`src/rtl/keypad_scan_if.sv`:
```
// keypad_scan_if: keypad code output bundle.
// scan_data holds the last key; valid strobes once per report.
interface keypad_scan_if;
  logic [11:0] scan_data;
  logic        valid;

  modport master (
    output scan_data,
    output valid
  );

  modport slave (
    input scan_data,
    input valid
  );
endinterface

```
`src/rtl/keypad_scan.sv`:
```
// keypad_scan: 4x3 matrix scanner, debounce, one-hot key reports.
// Optional KEYPAD_AUTOREPEAT_EN: re-strobe a held key periodically.
module keypad_scan #(
  parameter int SCAN_DIV      = 1000,
  parameter int DEBOUNCE      = 4,
  parameter int REPEAT_FRAMES = 50
) (
  input  logic          clk,
  input  logic          rst,
  input  logic [3:0]    key_row,
  output logic [2:0]    key_col,
  keypad_scan_if.master kp
);

  localparam int DivW = (SCAN_DIV > 2) ? $clog2(SCAN_DIV) : 1;

  typedef enum logic [1:0] {
    IDLE, CONFIRM, HELD, RELEASE
  } state_t;

  logic [DivW-1:0] div_q;
  logic [1:0]      col_q;
  logic [11:0]     frame_q;
  logic [11:0]     col_bits;
  logic [11:0]     frame_w;
  logic            sample;
  logic            frame_end;
  logic            f_empty;
  logic            f_single;
  state_t          state_q, state_d;
  logic [3:0]      cnt_q, cnt_d;
  logic [3:0]      cnt_inc;
  logic            at_db;
  logic [11:0]     cand_q, cand_d;
  logic [11:0]     data_q, data_d;
  logic            valid_q, valid_d;
  logic            accept;
  logic            rep_hit;

  // Out-of-range parameters leave no legal configuration.
  if (SCAN_DIV < 2 || DEBOUNCE < 1 || DEBOUNCE > 15 ||
      REPEAT_FRAMES < 1) begin : g_bad_params
  end

  assign sample    = (div_q == DivW'(SCAN_DIV - 1));
  assign frame_end = sample && (col_q == 2'd2);
  assign frame_w   = frame_q | col_bits;
  assign f_empty   = (frame_w == '0);
  assign f_single  = !f_empty &&
                     ((frame_w & (frame_w - 12'd1)) == '0);
  assign cnt_inc   = cnt_q + 4'd1;
  assign at_db     = (cnt_inc >= 4'(DEBOUNCE));

  // Column drive and row-to-code mapping for the driven column.
  always_comb begin
    key_col  = 3'b100;
    col_bits = '0;
    unique case (col_q)
      2'd0: begin
        key_col      = 3'b001;
        col_bits[0]  = key_row[0];
        col_bits[3]  = key_row[1];
        col_bits[6]  = key_row[2];
        col_bits[10] = key_row[3];
      end
      2'd1: begin
        key_col      = 3'b010;
        col_bits[1]  = key_row[0];
        col_bits[4]  = key_row[1];
        col_bits[7]  = key_row[2];
        col_bits[9]  = key_row[3];
      end
      default: begin
        key_col      = 3'b100;
        col_bits[2]  = key_row[0];
        col_bits[5]  = key_row[1];
        col_bits[8]  = key_row[2];
        col_bits[11] = key_row[3];
      end
    endcase
  end

  // Divider, column rotation and frame accumulation.
  always_ff @(posedge clk) begin
    if (rst) begin
      div_q   <= '0;
      col_q   <= '0;
      frame_q <= '0;
    end else if (sample) begin
      div_q   <= '0;
      col_q   <= (col_q == 2'd2) ? 2'd0 : col_q + 2'd1;
      frame_q <= frame_end ? '0 : frame_w;
    end else begin
      div_q   <= div_q + 1'b1;
    end
  end

  // Debounce FSM, stepped once per completed frame.
  always_comb begin
    state_d = state_q;
    cnt_d   = cnt_q;
    cand_d  = cand_q;
    data_d  = data_q;
    valid_d = 1'b0;
    accept  = 1'b0;
    if (frame_end) begin
      unique case (state_q)
        IDLE: begin
          if (f_single) begin
            cand_d = frame_w;
            cnt_d  = 4'd1;
            if (DEBOUNCE == 1) accept  = 1'b1;
            else               state_d = CONFIRM;
          end
        end
        CONFIRM: begin
          if (f_single && frame_w == cand_q) begin
            cnt_d = cnt_inc;
            if (at_db) accept = 1'b1;
          end else if (f_single) begin
            cand_d = frame_w;
            cnt_d  = 4'd1;
          end else begin
            state_d = IDLE;
          end
        end
        HELD: begin
          if (f_empty) begin
            cnt_d   = 4'd1;
            state_d = (DEBOUNCE == 1) ? IDLE : RELEASE;
          end
        end
        default: begin
          if (!f_empty) begin
            state_d = HELD;
          end else if (at_db) begin
            cnt_d   = 4'(DEBOUNCE);
            state_d = IDLE;
          end else begin
            cnt_d   = cnt_inc;
          end
        end
      endcase
      if (accept) begin
        data_d  = frame_w;
        valid_d = 1'b1;
        cnt_d   = 4'(DEBOUNCE);
        state_d = HELD;
      end
    end
  end

`ifdef KEYPAD_AUTOREPEAT_EN
  localparam int RepW = $clog2(REPEAT_FRAMES + 1);

  logic [RepW-1:0] rep_q, rep_d;

  // Count frames still showing the held code; fire every period.
  always_comb begin
    rep_d   = rep_q;
    rep_hit = 1'b0;
    if (frame_end) begin
      if (state_q == HELD && frame_w == data_q) begin
        if (rep_q == RepW'(REPEAT_FRAMES - 1)) begin
          rep_d   = '0;
          rep_hit = 1'b1;
        end else begin
          rep_d   = rep_q + 1'b1;
        end
      end else begin
        rep_d = '0;
      end
    end
  end

  // Repeat counter register.
  always_ff @(posedge clk) begin
    if (rst) rep_q <= '0;
    else     rep_q <= rep_d;
  end
`else
  assign rep_hit = 1'b0;
`endif

  // FSM and output registers.
  always_ff @(posedge clk) begin
    if (rst) begin
      state_q <= IDLE;
      cnt_q   <= '0;
      cand_q  <= '0;
      data_q  <= '0;
      valid_q <= 1'b0;
    end else begin
      state_q <= state_d;
      cnt_q   <= cnt_d;
      cand_q  <= cand_d;
      data_q  <= data_d;
      valid_q <= valid_d | rep_hit;
    end
  end

  assign kp.scan_data = data_q;
  assign kp.valid     = valid_q;

endmodule

```
`src/flat_wrapper.sv`:
```
// flat-port wrapper written by rule: the top's interface ports become plain ports
module keypad_scan_flat 
#(
  parameter int SCAN_DIV      = 1000,
  parameter int DEBOUNCE      = 4,
  parameter int REPEAT_FRAMES = 50
)
  (clk, rst, key_row, key_col, kp_scan_data, kp_valid);
  keypad_scan_if kp_i ();
  input  logic clk;
  input  logic rst;
  input  logic [3:0] key_row;
  output logic [2:0] key_col;
  output wire logic [$bits(kp_i.scan_data)-1:0] kp_scan_data;
  output wire logic [$bits(kp_i.valid)-1:0] kp_valid;
  assign kp_scan_data = kp_i.scan_data;
  assign kp_valid = kp_i.valid;
  keypad_scan #(.SCAN_DIV(SCAN_DIV), .DEBOUNCE(DEBOUNCE), .REPEAT_FRAMES(REPEAT_FRAMES)) u_core (.clk(clk), .rst(rst), .key_row(key_row), .key_col(key_col), .kp(kp_i));
endmodule
```
`config.mk`:
```
export PLATFORM = sky130hd
export DESIGN_NAME = keypad_scan_flat
export DESIGN_NICKNAME = d
export VERILOG_FILES = /design/src/rtl/keypad_scan_if.sv /design/src/rtl/keypad_scan.sv /design/src/flat_wrapper.sv
export SDC_FILE = /design/constraint.sdc
export NUM_CORES = 1
export LEC_CHECK = 0
export CORE_MARGIN = 3
export CORE_UTILIZATION = 60
export DETAILED_ROUTE_END_ITERATION = 8
export DONT_BUFFER_PORTS = 1
export PLACE_DENSITY_LB_ADDON = 0.1
export SETUP_SLACK_MARGIN = 0.5
export SKIP_CTS_REPAIR_TIMING = 1
export SLEW_MARGIN = 20
export SYNTH_ARGS = -nofsm -noshare
export SYNTH_HDL_FRONTEND = slang
export SYNTH_SLANG_ARGS = --single-unit
```
`constraint.sdc`:
```
create_clock -name clk -period 2.98 [get_ports clk]
set_clock_uncertainty 0.05 [all_clocks]
set_input_delay 0.447 -clock clk [delete_from_list [all_inputs] [get_ports clk]]
set_output_delay 0.447 -clock clk [all_outputs]
set_load 0.02 [all_outputs]
```
### Word-level counts from Yosys, hierarchy flattened

Index checks and enable logic that the tools add are counted.

| storage, ports and cells | value |
|---|---|
| output and inout port bits | 16 |
| flip-flop bits (word level) | 55 |

| operators by class | value |
|---|---|
| magnitude comparators | 1 |
| mux-type cells | 38 |
| reductions and logical operators | 17 |
| $add $sub $neg | 4 |
| eq/ne operators | 12 |
| bitwise logic cells | 3 |

Operators with widths:

| operator | count |
|---|---|
| 2-to-1 mux 12 bit | 3 |
| zero test 12 bit | 2 |
| 2-to-1 mux 4 bit | 6 |
| one-hot mux 12 bit (2 select lines) | 1 |
| 2-to-1 mux 1 bit | 17 |
| 2-to-1 mux 2 bit | 8 |
| AND 12 bit | 1 |
| equality test 12 bit | 1 |
| bitwise OR 12 bit | 1 |
| one-hot mux 4 bit (3 select lines) | 1 |
| subtractor 12 x 1 -> 12 bit (second input constant) | 1 |
| adder 10 x 1 -> 10 bit (second input constant) | 1 |
| equality test 10 bit (second input constant) | 1 |
| inequality test 3 x 1 -> 1 bit (second input constant) | 2 |
| inequality test 3 bit (second input constant) | 2 |
| inequality test 6 bit (second input constant) | 1 |
| one-hot mux 2 bit (3 select lines) | 1 |
| one-hot mux 3 bit (2 select lines) | 1 |
| AND reduction 3 bit | 2 |
| AND reduction 6 bit | 1 |
| OR reduction 2 bit | 3 |
| adder 4 x 1 -> 4 bit (second input constant) | 1 |
| equality test 2 x 1 -> 1 bit (second input constant) | 2 |
| equality test 2 bit (second input constant) | 2 |
| 10 further kinds | 13 |

### Longest topological paths before layout

| depth | value |
|---|---|
| depth in word-level cells | 14 |
| depth in mapped cells | 11 |
| depth with buffers taken out | 8 |

### Least setup slack after synthesis

No wires, ideal clock.

| timing | value |
|---|---|
| path type | input to register |
| from | input port key_row[3] |
| to | register u_core.cand_q[10] |
| slack | 548 ps |
| cell stages on the path | 9 |
| setup time | 91 ps |
| buffers on the path | 2 |
| arrival | 2291 ps |
| data required time | 2839 ps |
| cell sequence | clkbuf_1 -> nor2b_1 -> o31ai_2 -> o211ai_1 -> or4_4 -> nor3_4 -> buf_6 -> a21oi_1 -> a311oi_1 |

| between the ends | value |
|---|---|
| longest elaborated chain between the ends | 9 |
| elaborated cells between the ends (all ways) | 17 |

Ends and longest elaborated chain:

| item | line | source |
|---|---|---|
| start: declaration | flat_wrapper.sv:12 | `input logic [3:0] key_row;` |
| 2-to-1 mux 1 bit | keypad_scan.sv:58 | `unique case (col_q)` |
| bitwise OR 12 bit (*) | keypad_scan.sv:47 | `assign frame_w = frame_q \| col_bits;` |
| subtractor 12 x 1 -> 12 bit | keypad_scan.sv:50 | `((frame_w & (frame_w - 12'd1)) == '0);` |
| AND 12 bit | keypad_scan.sv:50 |  |
| zero test 12 bit | keypad_scan.sv:50 |  |
| logical AND 1 bit | keypad_scan.sv:49 | `assign f_single = !f_empty &&` |
| 2-to-1 mux 12 bit or logical AND 1 bit (tied branches) | keypad_scan.sv:109, keypad_scan.sv:120, keypad_scan.sv:117 |  |
| 2-to-1 mux 12 bit or inequality test 2 bit (tied branches) | -- |  |
| one-hot mux 12 bit (2 select lines) or AND reduction 3 bit (tied branches) | -- |  |
| end signal: assignment | keypad_scan.sv:196 | `cand_q <= cand_d;` |
| end: declaration | keypad_scan.sv:34 | `logic [11:0] cand_q, cand_d;` |

Mark *: on every way between the ends. The rest lies on a longest branch, timed or not. The select of a mux whose other input is x is not followed.
A chain may end at the register's enable or synchronous reset.

### Worst setup path in the final report

| timing | value |
|---|---|
| from | register u_core.frame_q[0] |
| to | register u_core.cand_q[9] |

| between the ends | value |
|---|---|
| longest elaborated chain between the ends | 8 |
| elaborated cells between the ends (all ways) | 14 |

Ends and longest elaborated chain:

| item | line | source |
|---|---|---|
| start: declaration | keypad_scan.sv:23 | `logic [11:0] frame_q;` |
| start signal: assignment | keypad_scan.sv:92 | `frame_q <= frame_end ? '0 : frame_w;` |
| bitwise OR 12 bit (*) | keypad_scan.sv:47 |  |
| subtractor 12 x 1 -> 12 bit | keypad_scan.sv:50 |  |
| AND 12 bit | keypad_scan.sv:50 |  |
| zero test 12 bit | keypad_scan.sv:50 |  |
| logical AND 1 bit | keypad_scan.sv:49 |  |
| 2-to-1 mux 12 bit or logical AND 1 bit (tied branches) | -- |  |
| 2-to-1 mux 12 bit or inequality test 2 bit (tied branches) | -- |  |
| one-hot mux 12 bit (2 select lines) or AND reduction 3 bit (tied branches) | -- |  |

Marks and branches as above.

==> flow_summary.html <==
<table>
<tr><th>Metric</th><th>Value</th></tr>
<tr><th colspan="2">Global routing</th></tr>
<tr><td>Via count of the first global-routing pass</td><td>between 2000 and 2500</td></tr>
<tr><td>Pin count of the biggest net entering global routing</td><td>40</td></tr>
<tr><td>Global-route wire length before repair</td><td>between 10 and 15 mm</td></tr>
<tr><td>Global-route usage over all layers</td><td>24.3%</td></tr>
<tr><td>Antenna violations before repair</td><td>0</td></tr>
<tr><td>Global route total overflow</td><td>0</td></tr>
<tr><th colspan="2">Power and ir drop</th></tr>
<tr><td>Switching power of the nets</td><td>slightly below 0.3 mW</td></tr>
<tr><td>Power per standard cell area</td><td>about 380 mW/mm^2</td></tr>
<tr><td>Clock network power share</td><td>between 30% and 40%</td></tr>
<tr><td>Overall power after layout</td><td>~1.3 mW</td></tr>
<tr><td>Proportion of power drawn by flip-flops and latches</td><td>roughly 57%</td></tr>
<tr><td>Switching fraction of total power</td><td>23.0%</td></tr>
<tr><td>Total internal power</td><td>around 1 mW</td></tr>
<tr><td>Worst voltage drop across the vdd grid</td><td>~0.37 mV</td></tr>
<tr><td>Static leakage</td><td>1.15 nW</td></tr>
<tr><td>Combinational cell fraction of total power</td><td>under 10%</td></tr>
<tr><th colspan="2">Drt</th></tr>
<tr><td>Via count</td><td>2754</td></tr>
<tr><td>Remaining antenna violation count</td><td>0</td></tr>
<tr><td>DRT iter0 DRCs</td><td>276</td></tr>
<tr><td>Routed wire length</td><td>between 7 and 8 mm</td></tr>
<tr><td>DR WL/cell</td><td>18.1 um</td></tr>
<tr><td>DRT Pass-1 Iters</td><td>5</td></tr>
<tr><td>Routed vias/inst</td><td>about 6.5</td></tr>
<tr><td>Residual DRC count</td><td>0</td></tr>
<tr><th colspan="2">Clock tree</th></tr>
<tr><td>Number of CTS-inserted buffers</td><td>5</td></tr>
<tr><td>H-tree levels</td><td>2</td></tr>
<tr><td>Worst-path clk slew</td><td>100 ps</td></tr>
<tr><td>Clock Latency Late Sink</td><td>a little over 300 ps</td></tr>
<tr><td>Number of buffers on the longest clock path</td><td>2</td></tr>
<tr><td>Root Buffer</td><td>sky130_fd_sc_hd__clkbuf_8</td></tr>
<tr><td>CTS tree</td><td>yes</td></tr>
<tr><td>Clock Sinks</td><td>55</td></tr>
<tr><th colspan="2">Logic synthesis</th></tr>
<tr><td>Sequential area share after synthesis</td><td>a little under two fifths</td></tr>
<tr><td>Total nets after synthesis</td><td>362</td></tr>
<tr><td>Post-synthesis area per instance</td><td>between 8 and 9 um^2</td></tr>
<tr><td>Post-synthesis instance total</td><td>354</td></tr>
<tr><td>Synth Flop Type</td><td>sky130_fd_sc_hd__dfxtp_1</td></tr>
<tr><td>Number of enable flip-flop cells after synthesis</td><td>0</td></tr>
<tr><td>Number of different library cells in the post-synthesis netlist</td><td>53</td></tr>
<tr><td>Fraction of registers with async set/reset</td><td>0%</td></tr>
<tr><td>Warning count from the yosys run</td><td>0</td></tr>
<tr><td>Syn Std Cell Area</td><td>0.00296 mm^2</td></tr>
<tr><td>Flop and latch count out of synthesis</td><td>55</td></tr>
<tr><th colspan="2">Status</th></tr>
<tr><td>Status</td><td>complete, no violations</td></tr>
<tr><th colspan="2">Timing</th></tr>
<tr><td>RSZ-0062 raised after global routing</td><td>false</td></tr>
<tr><td>Setup Viol. Count Final</td><td>0</td></tr>
<tr><td>Post-layout min period</td><td>roughly 2500 ps</td></tr>
<tr><td>Remaining max-slew budget at the tightest pin</td><td>between 60% and 70%</td></tr>
<tr><td>Portion of the clock cycle consumed by the worst path in the final layout</td><td>82.7%</td></tr>
<tr><td>Hold Fails Final Rpt</td><td>0</td></tr>
<tr><td>Maximum clock frequency</td><td>between 0.4 and 0.5 GHz</td></tr>
<tr><td>Pins over their slew limit</td><td>0</td></tr>
<tr><td>Setup TNS</td><td>0 ps</td></tr>
<tr><td>Transition time at the pin with the least slew margin</td><td>around 450 ps</td></tr>
<tr><td>Minimum hold slack</td><td>roughly 140 ps</td></tr>
<tr><th colspan="2">Setup path</th></tr>
<tr><td>WP data arrival</td><td>approximately 2600 ps</td></tr>
<tr><td>Highest-delay cell along the critical path</td><td>sky130_fd_sc_hd__or4_4</td></tr>
<tr><td>Critical path's top delay family</td><td>simple AND/OR/NAND/NOR gates</td></tr>
<tr><td>Longest individual stage delay on the worst path</td><td>about 600 ps</td></tr>
<tr><td>Buffers plus inverters on the worst setup path</td><td>0</td></tr>
<tr><td>CP Launch Type</td><td>flip-flop</td></tr>
<tr><td>Classification of the worst setup path</td><td>reg -&gt; reg</td></tr>
<tr><td>Crit. End Element</td><td>flip-flop</td></tr>
<tr><td>Critical Path, Cell by Cell</td><td>or2_2 &gt; o211ai_1 &gt; nand3_1 &gt; or4_4 &gt; and2_2 &gt; a311oi_2</td></tr>
<tr><td>Req. time, crit path</td><td>3160 ps</td></tr>
<tr><td>CP Max Fanout</td><td>12</td></tr>
<tr><th colspan="2">Cells and area</th></tr>
<tr><td>Share of post-route cells with drive strength above 1</td><td>between 20% and 30%</td></tr>
<tr><td>Area taken by flip-flops and latches</td><td>roughly 0.0011 mm^2</td></tr>
<tr><td>Final antenna diode count</td><td>0</td></tr>
<tr><td>Most common cell after layout, fill and taps aside</td><td>sky130_fd_sc_hd__dfxtp_1</td></tr>
<tr><td>Number of fill cells</td><td>about 330</td></tr>
<tr><td>Final Net Count</td><td>about 370</td></tr>
<tr><td>Total area of multi-input combinational cells</td><td>0.00184 mm^2</td></tr>
<tr><td>Commonest non-fill, non-tap cells in the layout</td><td>sky130_fd_sc_hd__dfxtp_1 (46), sky130_fd_sc_hd__a21oi_1 (38), sky130_fd_sc_hd__nor2_1 (33)</td></tr>
<tr><td>Post-synthesis to final-layout area growth</td><td>15.7%</td></tr>
<tr><th colspan="2">Placed design</th></tr>
<tr><td>Final RePlAce weighted congestion</td><td>around 0.91</td></tr>
<tr><td>HPWL Detailed</td><td>between 5 and 6 mm</td></tr>
<tr><td>Number of buffers inserted by port buffering</td><td>0</td></tr>
<tr><th colspan="2">Floorplanning</th></tr>
<tr><td>Core region area</td><td>~0.0046 mm^2</td></tr>
<tr><td>Vertical die dimension</td><td>76.2 um</td></tr>
<tr><td>Initial standard-cell utilization of the core</td><td>about two thirds</td></tr>
<tr><td>Die Width</td><td>between 70 and 80 um</td></tr>
<tr><td># rows</td><td>24</td></tr>
<tr><td># IOs</td><td>22</td></tr>
<tr><td>Die area</td><td>0.00580 mm^2</td></tr>
<tr><th colspan="2">Hold path</th></tr>
<tr><td>Hold Path Class</td><td>in -&gt; reg</td></tr>
<tr><th colspan="2">Run</th></tr>
<tr><td>Max-cap check violation count</td><td>0</td></tr>
</table>
## final cells by class
type                            instances  share of cell area [%]
Clock buffer                            7                    2.82
Clock inverter                          1                   0.220
Timing Repair Buffer                   23                    7.14
Sequential cell                        55                    32.7
Inverter                                8                   0.878
Tap cell                               65                    2.38
Multi-Input combinational cell        264                    53.8
## power groups by stage
| stage | logic (mW) | clock network (mW) | registers (mW) |
|---|---|---|---|
| final | 0.0974 | 0.456 | 0.738 |
| after global routing | 0.103 | 0.489 | 0.739 |
| after CTS | 0.0589 | 0.456 | 0.741 |
| after detailed placement | 0.0589 | 0 | 0.758 |
| after global placement | 0.0575 | 0 | 0.758 |
| after floorplan | 0.0573 | 0 | 0.757 |
## cells by family (layout without fill, tap and decap cells)
logic type	count (synthesis)	after routing	share of synthesized area (%)
buffers and inverters	36	39	6.86
DFF	55	55	37.3
AOI/OAI and AO/OA	110	110	25.7
and+or+nand+nor	138	139	25.5
adders and majority gates	2	2	0.847
xor gates and xnor gates	13	13	3.85
## synth_stat cells, types with 2 or more instances
| cell | count | area [um^2] |
|---|---|---|
| sky130_fd_sc_hd__a31oi_1 | 8 | 50.1 |
| sky130_fd_sc_hd__nor4_1 | 5 | 31.3 |
| sky130_fd_sc_hd__ha_1 | 2 | 25.0 |
| sky130_fd_sc_hd__nor2b_1 | 4 | 25.0 |
| sky130_fd_sc_hd__o31ai_1 | 2 | 15.0 |
| sky130_fd_sc_hd__o2111ai_1 | 2 | 17.5 |
| sky130_fd_sc_hd__nor3_1 | 8 | 40.0 |
| sky130_fd_sc_hd__xor2_1 | 11 | 96.3 |
| sky130_fd_sc_hd__or4_1 | 2 | 15.0 |
| sky130_fd_sc_hd__nor2_1 | 33 | 124 |
| sky130_fd_sc_hd__nor3b_1 | 5 | 37.5 |
| sky130_fd_sc_hd__o21ai_0 | 6 | 30.0 |
| sky130_fd_sc_hd__dfxtp_1 | 55 | 1100 |
| sky130_fd_sc_hd__nand2_1 | 30 | 113 |
| sky130_fd_sc_hd__nand4_1 | 4 | 25.0 |
| sky130_fd_sc_hd__and2_1 | 2 | 12.5 |
| sky130_fd_sc_hd__xnor2_1 | 2 | 17.5 |
| sky130_fd_sc_hd__nand3_1 | 13 | 65.1 |
| sky130_fd_sc_hd__or4_4 | 2 | 22.5 |
| sky130_fd_sc_hd__a21oi_2 | 3 | 26.3 |
| sky130_fd_sc_hd__inv_1 | 8 | 30.0 |
| sky130_fd_sc_hd__and3b_1 | 3 | 26.3 |
| sky130_fd_sc_hd__a211oi_1 | 4 | 30.0 |
| sky130_fd_sc_hd__buf_2 | 9 | 45.0 |
| sky130_fd_sc_hd__or3b_2 | 2 | 17.5 |
| sky130_fd_sc_hd__nand2b_1 | 4 | 25.0 |
| sky130_fd_sc_hd__buf_6 | 7 | 78.8 |
| sky130_fd_sc_hd__o211ai_1 | 5 | 37.5 |
| sky130_fd_sc_hd__o221ai_1 | 5 | 43.8 |
| sky130_fd_sc_hd__o41ai_1 | 2 | 17.5 |
| sky130_fd_sc_hd__and3_1 | 6 | 37.5 |
| sky130_fd_sc_hd__a21oi_1 | 40 | 200 |
| sky130_fd_sc_hd__clkbuf_1 | 11 | 41.3 |
| sky130_fd_sc_hd__or2_2 | 7 | 43.8 |
| sky130_fd_sc_hd__a311oi_1 | 24 | 210 |
## flip-flops by register name, indices dropped and copies added (netlist names)
register / count
u_core.cand_q: 12
u_core.frame_q: 12
u_core.kp.scan_data: 12
u_core.div_q: 10
u_core.cnt_q: 4
u_core.col_q: 2
u_core.state_q: 2
u_core.kp.valid: 1
## metal layers
metal / up-vias / global-route usage (%) / wire length (um)
met4: 0 / 4.17 / 145
met3: 18 / 7.92 / 613
met1: 1293 / 33.9 / 3450
met2: 122 / 37.3 / 3430
met5: - / 0 / 0
li1: 1321 / - / -
## worst register-to-register path, stage by stage, from the launching register on
cell and delay [ps]:
sky130_fd_sc_hd__dfxtp_1 390, sky130_fd_sc_hd__or2_2 320, sky130_fd_sc_hd__o211ai_1 280, sky130_fd_sc_hd__nand3_1 140, sky130_fd_sc_hd__or4_4 600, sky130_fd_sc_hd__and2_2 290
sky130_fd_sc_hd__a311oi_2 300
## path summary, 6_finish.rpt
kind / startpoint / end / slack (ps) / cells past startpoint
worst max-delay path: u_core.frame_q[0] / u_core.cand_q[9] / 520 / 6
worst min-delay path: rst / u_core.col_q[1] / 140 / 1
worst max register to register: u_core.frame_q[0] / u_core.cand_q[9] / 520 / 6
worst min register to register: u_core.div_q[0] / u_core.div_q[0] / 410 / 1
## per-stage QoR
step,utilization (%),worst slack [ps],cells,area [um^2]
detailed placement,65.0,101,405,2970
global route,74.9,437,423,3420
finish,74.9,517,423,3420
global placement,65.0,158,405,2970
floorplan,-,548,354,2960
CTS,67.3,56.7,413,3070
(Power assumes the default switching activity.)
